## src/rtl/fir_wb_sequencer.sv

```systemverilog
// Wishbone-programmed sequencer that streams LEN words from SRC through the FIR window into DST.
// Optional ack/poll watchdog is compiled in with `define FIR_SEQ_TIMEOUT_EN.
module fir_wb_sequencer #(
    parameter logic [31:0] FIR_BASE    = 32'h3000_0000,
    parameter int unsigned TIMEOUT_CYC = 255
) (
    input  logic        wb_clk_i,
    input  logic        wb_rst_i,
    input  logic        s_cyc_i,
    input  logic        s_stb_i,
    input  logic        s_we_i,
    input  logic [3:0]  s_adr_i,
    input  logic [31:0] s_dat_i,
    output logic [31:0] s_dat_o,
    output logic        s_ack_o,
    output logic        m_cyc_o,
    output logic        m_stb_o,
    output logic        m_we_o,
    output logic [31:0] m_adr_o,
    output logic [31:0] m_dat_o,
    input  logic [31:0] m_dat_i,
    input  logic        m_ack_i
);
    typedef enum logic [3:0] {
        IDLE   = 4'd0,
        SETLEN = 4'd1,
        START  = 4'd2,
        RDX    = 4'd3,
        WRX    = 4'd4,
        RDY    = 4'd5,
        WRY    = 4'd6,
        POLL   = 4'd7,
        FIN    = 4'd8
    } state_t;

    localparam logic [31:0] OFS_CTRL = 32'h0000_0000;
    localparam logic [31:0] OFS_LEN  = 32'h0000_0010;
    localparam logic [31:0] OFS_X    = 32'h0000_0080;
    localparam logic [31:0] OFS_Y    = 32'h0000_0084;

    state_t      state_r, state_s;
    logic [31:0] src_r, src_s, dst_r, dst_s, data_r, data_s;
    logic [9:0]  len_r, len_s, idx_r, idx_s;
    logic        done_r, done_s, err_r, err_s;
    logic        busy_s, s_access_s, go_s;
    logic [31:0] s_rdata_s, s_dat_s;
    logic        req_valid_s, req_we_s;
    logic [31:0] req_adr_s, req_dat_s, word_ofs_s;
    logic        cyc_s, we_s;
    logic [31:0] adr_s, mdat_s;
`ifdef FIR_SEQ_TIMEOUT_EN
    logic [31:0] wait_cnt_r, wait_cnt_s, poll_cnt_r, poll_cnt_s;
`endif

    // Configuration slave: zero-wait-state ack, register writes only while idle, read mux.
    always_comb begin
        busy_s     = (state_r != IDLE);
        s_access_s = s_cyc_i & s_stb_i & ~s_ack_o;
        go_s       = s_access_s & s_we_i & ~busy_s & (s_adr_i == 4'h0) & s_dat_i[0];
        src_s      = src_r;
        dst_s      = dst_r;
        len_s      = len_r;
        if (s_access_s && s_we_i && !busy_s) begin
            case (s_adr_i)
                4'h4:    src_s = s_dat_i;
                4'h8:    dst_s = s_dat_i;
                4'hC:    len_s = s_dat_i[9:0];
                default: len_s = len_r;
            endcase
        end else begin
            len_s = len_r;
        end
        case (s_adr_i)
            4'h0:    s_rdata_s = {28'd0, err_r, done_r, busy_s, 1'b0};
            4'h4:    s_rdata_s = src_r;
            4'h8:    s_rdata_s = dst_r;
            4'hC:    s_rdata_s = {22'd0, len_r};
            default: s_rdata_s = 32'd0;
        endcase
        if (s_access_s && !s_we_i) begin
            s_dat_s = s_rdata_s;
        end else begin
            s_dat_s = 32'd0;
        end
    end

    // Master request presented by each transaction state.
    always_comb begin
        word_ofs_s  = {20'd0, idx_r, 2'b00};
        req_valid_s = 1'b1;
        req_we_s    = 1'b0;
        req_adr_s   = 32'd0;
        req_dat_s   = 32'd0;
        case (state_r)
            SETLEN: begin req_we_s = 1'b1; req_adr_s = FIR_BASE + OFS_LEN;  req_dat_s = {22'd0, len_r}; end
            START:  begin req_we_s = 1'b1; req_adr_s = FIR_BASE + OFS_CTRL; req_dat_s = 32'd1;          end
            RDX:    begin req_adr_s = src_r + word_ofs_s;                                               end
            WRX:    begin req_we_s = 1'b1; req_adr_s = FIR_BASE + OFS_X;    req_dat_s = data_r;         end
            RDY:    begin req_adr_s = FIR_BASE + OFS_Y;                                                 end
            WRY:    begin req_we_s = 1'b1; req_adr_s = dst_r + word_ofs_s;  req_dat_s = data_r;         end
            POLL:   begin req_adr_s = FIR_BASE + OFS_CTRL;                                              end
            default: req_valid_s = 1'b0;
        endcase
    end

    // Sequencer next state: issue when the bus is idle, hold until ack, advance on the ack cycle.
    always_comb begin
        state_s = state_r;
        idx_s   = idx_r;
        data_s  = data_r;
        done_s  = done_r;
        err_s   = err_r;
        cyc_s   = m_cyc_o;
        we_s    = m_we_o;
        adr_s   = m_adr_o;
        mdat_s  = m_dat_o;
`ifdef FIR_SEQ_TIMEOUT_EN
        wait_cnt_s = 32'd0;
        poll_cnt_s = poll_cnt_r;
`endif
        case (state_r)
            IDLE: begin
                if (go_s) begin
                    done_s  = 1'b0;
                    err_s   = 1'b0;
                    idx_s   = 10'd0;
`ifdef FIR_SEQ_TIMEOUT_EN
                    poll_cnt_s = 32'd0;
`endif
                    state_s = (len_r == 10'd0) ? FIN : SETLEN;
                end else begin
                    state_s = IDLE;
                end
            end
            FIN: begin
                done_s  = 1'b1;
                state_s = IDLE;
            end
            default: begin
                if (!req_valid_s) begin
                    cyc_s   = 1'b0;
                    state_s = IDLE;
                end else if (!m_cyc_o) begin
                    cyc_s  = 1'b1;
                    we_s   = req_we_s;
                    adr_s  = req_adr_s;
                    mdat_s = req_dat_s;
                end else if (m_ack_i) begin
                    cyc_s = 1'b0;
                    case (state_r)
                        SETLEN: state_s = START;
                        START:  state_s = RDX;
                        RDX:    begin data_s = m_dat_i; state_s = WRX; end
                        WRX:    state_s = RDY;
                        RDY:    begin data_s = m_dat_i; state_s = WRY; end
                        WRY: begin
                            // idx+1 compared at 11 bits so LEN=1023 cannot wrap the test.
                            if (({1'b0, idx_r} + 11'd1) < {1'b0, len_r}) begin
                                idx_s   = idx_r + 10'd1;
                                state_s = RDX;
                            end else begin
                                state_s = POLL;
                            end
                        end
                        POLL: begin
                            if (m_dat_i[1]) begin
                                state_s = FIN;
                            end else begin
                                state_s = POLL;
`ifdef FIR_SEQ_TIMEOUT_EN
                                if ((poll_cnt_r + 32'd1) >= 32'(TIMEOUT_CYC)) begin
                                    done_s     = 1'b1;
                                    err_s      = 1'b1;
                                    poll_cnt_s = 32'd0;
                                    state_s    = IDLE;
                                end else begin
                                    poll_cnt_s = poll_cnt_r + 32'd1;
                                end
`endif
                            end
                        end
                        default: state_s = IDLE;
                    endcase
                end else begin
`ifdef FIR_SEQ_TIMEOUT_EN
                    if (wait_cnt_r >= (32'(TIMEOUT_CYC) - 32'd1)) begin
                        cyc_s   = 1'b0;
                        done_s  = 1'b1;
                        err_s   = 1'b1;
                        state_s = IDLE;
                    end else begin
                        wait_cnt_s = wait_cnt_r + 32'd1;
                    end
`else
                    cyc_s = 1'b1;
`endif
                end
            end
        endcase
    end

    // State, configuration and bus output registers.
    always_ff @(posedge wb_clk_i or posedge wb_rst_i) begin
        if (wb_rst_i) begin
            state_r <= IDLE;
            src_r   <= 32'd0;
            dst_r   <= 32'd0;
            len_r   <= 10'd0;
            idx_r   <= 10'd0;
            data_r  <= 32'd0;
            done_r  <= 1'b0;
            err_r   <= 1'b0;
            s_ack_o <= 1'b0;
            s_dat_o <= 32'd0;
            m_cyc_o <= 1'b0;
            m_stb_o <= 1'b0;
            m_we_o  <= 1'b0;
            m_adr_o <= 32'd0;
            m_dat_o <= 32'd0;
`ifdef FIR_SEQ_TIMEOUT_EN
            wait_cnt_r <= 32'd0;
            poll_cnt_r <= 32'd0;
`endif
        end else begin
            state_r <= state_s;
            src_r   <= src_s;
            dst_r   <= dst_s;
            len_r   <= len_s;
            idx_r   <= idx_s;
            data_r  <= data_s;
            done_r  <= done_s;
            err_r   <= err_s;
            s_ack_o <= s_access_s;
            s_dat_o <= s_dat_s;
            m_cyc_o <= cyc_s;
            m_stb_o <= cyc_s;
            m_we_o  <= we_s;
            m_adr_o <= adr_s;
            m_dat_o <= mdat_s;
`ifdef FIR_SEQ_TIMEOUT_EN
            wait_cnt_r <= wait_cnt_s;
            poll_cnt_r <= poll_cnt_s;
`endif
        end
    end

endmodule

```

## config.mk

```make
export PLATFORM = sky130hd
export DESIGN_NAME = fir_wb_sequencer
export DESIGN_NICKNAME = d
export VERILOG_FILES = /design/src/rtl/fir_wb_sequencer.sv
export SDC_FILE = /design/constraint.sdc
export NUM_CORES = 1
export LEC_CHECK = 0
export ABC_AREA = 0
export CELL_PAD_IN_SITES_DETAIL_PLACEMENT = 0
export CELL_PAD_IN_SITES_GLOBAL_PLACEMENT = 1
export CORE_UTILIZATION = 38
export DETAILED_ROUTE_END_ITERATION = 8
export HOLD_SLACK_MARGIN = 0.12
export PLACE_DENSITY_LB_ADDON = 0.05
export REMOVE_ABC_BUFFERS = 1
export SLEW_MARGIN = 15
export SYNTH_ARGS = -nofsm -noshare
export SYNTH_HDL_FRONTEND = slang
export SYNTH_SLANG_ARGS = --single-unit
```

## constraint.sdc

```tcl
create_clock -name wb_clk_i -period 8.2 [get_ports wb_clk_i]
set_clock_uncertainty 0.15 [all_clocks]
set_input_delay 2.05 -clock wb_clk_i [delete_from_list [all_inputs] [get_ports wb_clk_i]]
set_output_delay 2.05 -clock wb_clk_i [all_outputs]
set_load 0.05 [all_outputs]
```

[Word-level counts from Yosys, hierarchy flattened]
Index checks and enable logic that the tools add are counted.
Storage, ports and cells
  flip-flop bits (word level): 220
  latch bits: 0
  RAM bits: 0
  memory bits (read-only): 0
  output and inout bits: 100
  logic and storage cells: 99
  memories: 0
Cells by class
  $add $sub $neg: 4
  multipliers: 0
  div/mod/pow operators: 0
  magnitude comparators: 1
  equality and inequality tests: 14
  shifts and indexed selects: 0
  muxes and demuxes: 27
  bitwise logic cells: 11
  reduce and logical (&&, ||, !) cells: 29
Operator list (number)
  case mux 32 bit (6 select lines): 1
  case mux 32 bit (4 select lines): 1
  case mux 32 bit (3 select lines): 1
  adder 32 x 12 -> 32 bit: 2
  2-to-1 mux 10 bit: 6
  2-to-1 mux 32 bit: 1
  case mux 4 bit (7 select lines): 1
  2-to-1 mux 4 bit: 6
  == test 4 x 3 -> 1 bit, second input constant: 5
  case mux 10 bit (2 select lines): 1
  == test 4 bit, second input constant: 3
  nonzero test 2 bit: 6
  adder 10 x 1 -> 11 bit, second input constant: 1
  < comparator 11 x 10 -> 1 bit: 1
  adder 10 x 1 -> 10 bit, second input constant: 1
  logical NOT 10 bit: 1
  AND reduction 2 bit: 5
  == test 4 x 2 -> 1 bit, second input constant: 2
  logical NOT 4 bit: 2
  != test 4 x 2 -> 1 bit, second input constant: 2
  case mux 4 bit (2 select lines): 1
  OR reduction 2 bit: 4
  AND reduction 7 bit: 1
  OR reduction 7 bit: 1
  13 further kinds: 30

[Longest topological paths before layout]
Gate-level depths: netlist of run 1.
  depth in word-level cells: 8
  depth in mapped cells: 17
  mapped depth without buffers: 11

[Least setup slack after synthesis of run 1]
No wires, ideal clock.
  path type: flip-flop to flip-flop
  start point: reg state_r[0]
  end point: reg m_adr_o[30]
  library setup time: 0.121 ns
  arrival: 3.329 ns
  data required time: 7.929 ns
  setup slack: 4.600 ns
  stages on the path, launching flop included: 18
  path buffers: 6
  period minus slack after synthesis: 3.600 ns
  cell sequence: dfrtp_1 > buf_6 > nand4bb_1 > buf_6 > buf_8 > buf_6 > buf_2 > clkbuf_1 > nand2_1 > nand2_1 > ha_1 > fa_1 > a21oi_1 > o221ai_1 > o221ai_2 > nor2_1 > xnor2_1 > a22o_1
On the way
  word-level cells in the longest chain between the ends: 4
Ends and longest elaborated chain
  start: declaration: line 41  | state_t state_r, state_s;
  start signal: assignment: line 225  | state_r <= state_s;
  == test 4 x 3 -> 1 bit, or another cell as far along: line 94  | case (state_r)
  OR reduction 7 bit (no source line) or OR reduction 2 bit (tied branches)
  2-to-1 mux 1 bit or inverter 1 bit (tied branches)
  AND reduction 3 bit (no source line)
  end signal: assignment: line 238  | m_adr_o <= adr_s;
  end: declaration: line 19  | output logic [31:0] m_adr_o,
Parallel ways exist; a longest one is shown, timed or not.
A chain may end at the register's enable or synchronous reset.

[Worst setup path after layout of run 1]
  start point: in s_adr_i[1]
  end point: reg dst_r[2]
On the way
  word-level cells in the longest chain between the ends: 2
Ends and longest elaborated chain
  start: declaration: line 12  | input logic [3:0] s_adr_i,
  == test 4 bit: line 64  | case (s_adr_i)
  AND reduction 2 bit (no source line)
  end signal: assignment: line 227  | dst_r <= dst_s;
  end: declaration: line 42  | logic [31:0] src_r, src_s, dst_r, dst_s, data_r, data_s;
Every way passes these cells.

==> reports/qor.yml, run 1 <==
clock_tree:
  cts_max_level: 1
  cts_sinks: 220
  post_cts_resize_count: 0
  cts_tree: "yes"
  ctsHoldBuffers: 0
  clkTransAtPathRegs_ns: 0.06
  insertion_delay_ns: 0.53
  postCtsSetupBuffers: 0
  clock_path_buffers: 3
  cts_buffers: 26
  clockRootBuffer: "clkbuf_16"
pwr:
  ir_worst_vdd_mv: 0.117
  power_leakage_nw: 5.97
  p_total_mw: 3.99
  p_per_area_nw_per_um2: 299
timing:
  finalCritPeriodShare: 0.540
  slew_violations: 0
  setup_violations: 0
  fmax_ghz: 0.226
  tns_ns: 0
  hold_violations: 0
  slew_headroom: 0.331
  tightest_slew_ns: 1.00
  rsz0062_at_grt: "false"
  fin_crit_ns: 4.43
yosys:
  synth-async-reset-ratio: 1.00
  synth_area_leader_cell: "dfrtp_1"
  muxShareOfSynthArea: 0.137
  synth.yosys.seq_area_share: 0.528
  yosys-top-cells-area: "dfrtp_1, mux2_2, nand2_1, a22oi_1, ha_1"
  synthAdderAreaFrac: 0.0259
  synth_ff_type: "dfrtp_1"
  synth_xor_area_frac: 0.0286
  synth_edf_count: 0
  syn_area_um2: 10400
  netlist_instances: 932
  yosys.area_share.simple: 0.129
  synth_top_area_frac: 0.528
  ys_seq_elements: 220
  synth_compound_area_frac: 0.122
  yosysWarnings: 0
  avgSynthCellArea_um2: 11.2
  synth.distinct_cells: 63
  synth_top_family_by_area: "multiplexers"
floorplan:
  num_rows: 60
  start_util: 0.387
  ios: 174
  die_area_um2: 28100
  die_w_um: 168
  die_height_um: 168
  coreArea_um2: 27000
min_path:
  whs_endpoint: "m_dat_o[31]"
  hold_class: "reg -> reg"
  hold_depth: 2
  hp-start: "m_dat_o[31]"
worst_setup_path:
  cp_max_fo: 31
  critical_path_class: "in -> reg"
  path_cells: "clkdlybuf4s50_1, nor3_1, and2_1, buf_4, nand2_1, buf_4, mux2_2"
  arrival_ns: 4.70
  end_kind: "flip-flop"
  rrSetupSlack_ns: 4.00
  cp_common_cell: "buf_4"
  ff2ff_path_depth: 10
  required_ns: 8.47
  critPathLaunchType: "input port"
  worstReg2RegEnd: "m_adr_o[22]"
  rr_startpoint: "state_r[2]"
  critical_path.max_stage_delay_ns: 0.54
  critPathSlowestCell: "nand2_1"
run_status:
  outcome: "completed"
final_layout:
  areaGrowthSynthToFinish_pct: 28.1
  drive_above_1_share: 0.162
  diodes: 0
  nets: 1188
global_route:
  grt_use_total: 0.207
  grt_pass1_wl_mm: 45.8
  grt_pass1_vias: 7810
  overflow: 0
  grt_max_degree: 118
  antenna_found_initial: 1
place:
  port_buffers: 173
  dpl.hpwl_mm: 18.8
  place.gp.congestion: 0.783
drt:
  drt_pass1_iterations: 5
  drc: 0
  via_count: 7750
  routed_wl_mm: 28.5
  wl_per_cell_um: 19.6
  ant_nets: 0
  dr.first_iter.drc_count: 497
  via_per_inst: 5.33
run:
  maxCapViolations: 0
stage by stage:
step	instances	area [um^2]	util	worst slack (ns)	hold slack [ns]
2_1_floorplan	879	10200	-	-0.0211	0.312
3_3_place_gp	1406	12500	0.462	3.22	0.299
3_5_place_dp	1406	12500	0.462	3.17	0.305
4_1_cts	1453	13300	0.495	3.74	0.318
5_1_grt	1453	13300	0.495	3.62	0.339
6_report	1453	13300	0.495	3.77	0.310
critical path, delay by kind of cell:
| kind | cells | cell delay (ns) |
|---|---|---|
| buf+inv | 3 | 1.21 |
| simple gates | 3 | 1.11 |
| mux | 1 | 0.30 |
power breakdown:
part	internal (mW)	leakage, nW	switching (mW)
clock network	0.719	0.439	0.458
registers	1.30	2.95	0.178
logic	0.485	2.58	0.850
cell type report:
cell class / instances / area (um^2)
fillers: 2515 / 13600
flip-flops and latches: 220 / 5510
multi-input cells: 642 / 4630
repair buffers: 186 / 1830
clock buffers: 41 / 828
well taps: 341 / 427
inverters: 17 / 71.3
clock inverters: 6 / 57.6
cells in the final DEF, fill, tap and decap left out, drive strengths merged, types with 3 or more instances in the layout:
master         instances
a211o                  5
a21o                   7
a21oi                 31
a221o                  3
a22o                  28
a22oi                 41
a31oi                  4
a32o                   3
and2                   6
and3                   7
buf                   13
clkbuf                41
clkdlybuf4s50        173
clkinv                 4
dfrtp                220
ha                    20
inv                   17
mux2                 109
mux2i                 20
nand2                125
nand2b                 5
nand3                 48
nand4                  5
nor2                  43
nor3                  15
nor4                  11
o211ai                 4
o21a                   3
o21ai                 26
o22ai                  3
or3                    3
or4                    3
xnor2                 24
xor2                  10
metal layers:
layer,vias up,track usage,wire [um]
met5,-,0,0
met4,0,0.0527,561
met3,38,0.0291,1100
met2,165,0.344,13800
met1,3845,0.284,13100
li1,3702,-,-
registers in the layout, summed over array words and instances (netlist names):
register / flops
data_r: 32
dst_r: 32
m_adr_o: 32
m_dat_o: 32
s_dat_o: 32
src_r: 32
idx_r: 10
len_r: 10
state_r: 4
done_r: 1
m_stb_o: 1
m_we_o: 1
s_ack_o: 1
cell usage after synthesis, types with 3 or more instances:
| library cell | number |
|---|---|
| a21o_1 | 7 |
| dfrtp_1 | 220 |
| nand3_1 | 48 |
| and3_1 | 7 |
| xnor2_1 | 24 |
| nand2b_1 | 5 |
| a31oi_1 | 4 |
| and2_1 | 5 |
| nand2_1 | 125 |
| nor4_1 | 7 |
| buf_2 | 8 |
| a22oi_1 | 41 |
| a22o_1 | 28 |
| mux2i_1 | 20 |
| buf_6 | 3 |
| nor2_1 | 43 |
| ha_1 | 20 |
| a32o_1 | 3 |
| a21oi_1 | 31 |
| nor3_1 | 15 |
| buf_1 | 8 |
| o21ai_0 | 26 |
| a221o_1 | 3 |
| or3_1 | 3 |
| inv_1 | 17 |
| a211o_1 | 5 |
| o22ai_1 | 3 |
| nand4_1 | 5 |
| mux2_2 | 109 |
| xor2_1 | 10 |
| clkbuf_1 | 31 |
| o211ai_1 | 4 |
| or4_1 | 3 |
| o21a_1 | 3 |
how the worst max path moves through the flow:
stage	startpoint	end	slack (ns)	cells after the start
2_1_floorplan	wb_rst_i	data_r[0]	-0.02	1
3_3_place_gp	s_adr_i[1]	dst_r[31]	3.22	7
3_5_place_dp	s_adr_i[1]	dst_r[2]	3.17	7
4_1_cts	s_adr_i[1]	dst_r[2]	3.74	7
5_1_grt	s_adr_i[1]	dst_r[6]	3.62	7
6_report	s_adr_i[1]	dst_r[2]	3.77	7
cells by family (layout without fill, tap and decap cells):
logic type / count (synthesis) / in the layout
and+or+nand+nor: 282 / 282
DFF: 220 / 220
AOI/OAI and AO/OA: 176 / 176
muxes: 129 / 129
buffers and inverters: 70 / 250
xor gates and xnor gates: 34 / 34
adders and majority gates: 21 / 21
Power figures use the tool's default switching activity.
==> run 2: changes to the inputs <==
==> constraint.sdc (replaced) <==
create_clock -name wb_clk_i -period 3.88 [get_ports wb_clk_i]
set_clock_uncertainty 0.15 [all_clocks]
set_input_delay 0.97 -clock wb_clk_i [delete_from_list [all_inputs] [get_ports wb_clk_i]]
set_output_delay 0.97 -clock wb_clk_i [all_outputs]
set_load 0.05 [all_outputs]
==> reports/qor.yml, run 2 (synthesis gave the netlist of run 1 again) <==
drt:
  drt_pass1_iterations: 4
  via_per_inst: 5.36
  wl_met1_mm: 13.4
  via_count: 7885
  wl_per_cell_um: 19.8
  top_layer: "met4"
  ant_nets: 0
  wl_met3_mm: 1.10
  routed_wl_mm: 29.1
  drc: 0
  wl_met2_mm: 13.9
  dr.first_iter.drc_count: 499
timing:
  fmax_ghz: 0.295
  slew_violations: 0
  rsz0062_at_grt: "false"
  tightest_slew_ns: 0.770
  whs_ns: 0.310
  setup_violations: 0
  tns_ns: 0
  slew_headroom: 0.485
  fin_crit_ns: 3.39
  hold_violations: 0
  finalCritPeriodShare: 0.875
worst_setup_path:
  crit_start: "state_r[0]"
  cp_top_family: "compound AO/OA/AOI/OAI gates"
  required_ns: 4.14
  critPathLaunchType: "flip-flop"
  critPathSlowestCell: "o221ai_2"
  rr_startpoint: "state_r[0]"
  path_cells: "buf_4, and4bb_2, buf_4, nand2_1, nand2_1, ha_1, a21oi_1, o221ai_1, o221ai_2, nor2_1, xnor2_1, a22o_1"
  critical_path.max_stage_delay_ns: 0.47
  crit_buf_inv: 2
  arrival_ns: 3.65
  cp_max_fo: 18
  critical_path_class: "reg -> reg"
  end_kind: "flip-flop"
clock_tree:
  cts_max_level: 1
  post_cts_resize_count: 0
  cts_tree: "yes"
  postCtsSetupBuffers: 0
  cts_buffers: 26
  cts_sinks: 220
  clock_path_buffers: 3
  clkTransAtPathRegs_ns: 0.06
  insertion_delay_ns: 0.53
  ctsHoldBuffers: 0
  clockRootBuffer: "clkbuf_16"
pwr:
  p_total_mw: 8.51
  sw_frac_of_total: 0.373
  power_leakage_nw: 6.06
  p_switching_mw: 3.18
  combinationalPowerShare: 0.352
  p_per_area_nw_per_um2: 630
  p_int_mw: 5.33
  ir_worst_vdd_mv: 0.306
  p_clk_frac: 0.289
  seqPwrFrac: 0.359
run_status:
  outcome: "completed"
place:
  dp.cells: 1424
  port_buffers: 173
  dpl.hpwl_mm: 20.2
  place.gp.congestion: 0.858
min_path:
  hp-start: "m_dat_o[14]"
  hold_class: "reg -> reg"
final_layout:
  final_cell_mix: "dfrtp_1, clkdlybuf4s50_1, nand2_1"
  stdcell_count: 1470
  nets: 1206
  drive_above_1_share: 0.172
  diodes: 0
  final_common_cell: "dfrtp_1"
  areaGrowthSynthToFinish_pct: 29.5
global_route:
  grt_max_degree: 81
  antenna_found_initial: 0
  grt_pass1_vias: 8148
  grt_use_total: 0.211
  overflow: 0
  grt_pass1_wl_mm: 46.7
floorplan:
  die_area_um2: 28100
  die_w_um: 168
  die_height_um: 168
  start_util: 0.387
  num_rows: 60
  ios: 174
  coreArea_um2: 27000
run:
  maxCapViolations: 0
-- run 2: cell types whose count changed in the layout (fill, tap and decap cells not counted) --
cell / change
buf_12: +3
buf_4: +15
bufinv_16: +1
clkbuf_1: +3
clkbuf_8: -5
clkinv_2: -1
clkinvlp_4: +1
-- run 2: worst paths after layout --
kind / end / slack (ns) / cells after the start
worst min-delay path: m_dat_o[14] / 0.31 / 2
max in group asynchronous: dst_r[22] / 1.95 / 3
worst min register to register: m_dat_o[14] / 0.31 / 2
min in group asynchronous: s_dat_o[31] / 0.76 / 2
worst max-delay path: m_adr_o[30] / 0.49 / 12
worst max register to register: m_adr_o[30] / 0.49 / 12
-- run 2: worst register-to-register path, delay by kind of cell (launching register included) --
kind,cells,cell delay [ns]
flip-flops,1,0.37
AO/OA/AOI/OAI,4,1.25
XOR/XNOR,1,0.15
buffers and inverters,2,0.43
AND/OR/NAND/NOR,4,0.66
adder cells (fa/ha/maj),1,0.28
-- run 2: final cells by class --
class	instances	area, um^2
fillers	2504	13500
flip-flops and latches	220	5510
multi-input cells	642	4630
repair buffers	204	2000
clock buffers	39	771
well taps	341	427
clock inverters	7	90.1
inverters	17	71.3
-- run 2: layer usage --
metal / up-vias / track usage
met2: 182 / 0.351
met4: 0 / 0.0554
met3: 46 / 0.0293
met5: - / 0
met1: 3923 / 0.288
li1: 3734 / -
-- run 2: stage by stage --
stage	utilization	setup WS [ns]	area, um^2
detailed placement	0.469	0.508	12600
CTS	0.501	0.491	13500
global placement	0.469	0.581	12600
global route	0.501	0.180	13500
finish	0.501	0.486	13500
floorplan	-	-3.26	10200
-- run 2: power groups by stage --
stage / clock (mW) / combinational (mW) / sequential [mW]
floorplan: 0 / 1.21 / 3.75
global placement: 0 / 3.00 / 3.09
detailed placement: 0 / 3.02 / 3.10
CTS: 2.52 / 3.03 / 3.06
global route: 2.61 / 3.22 / 3.12
finish: 2.46 / 3.00 / 3.06
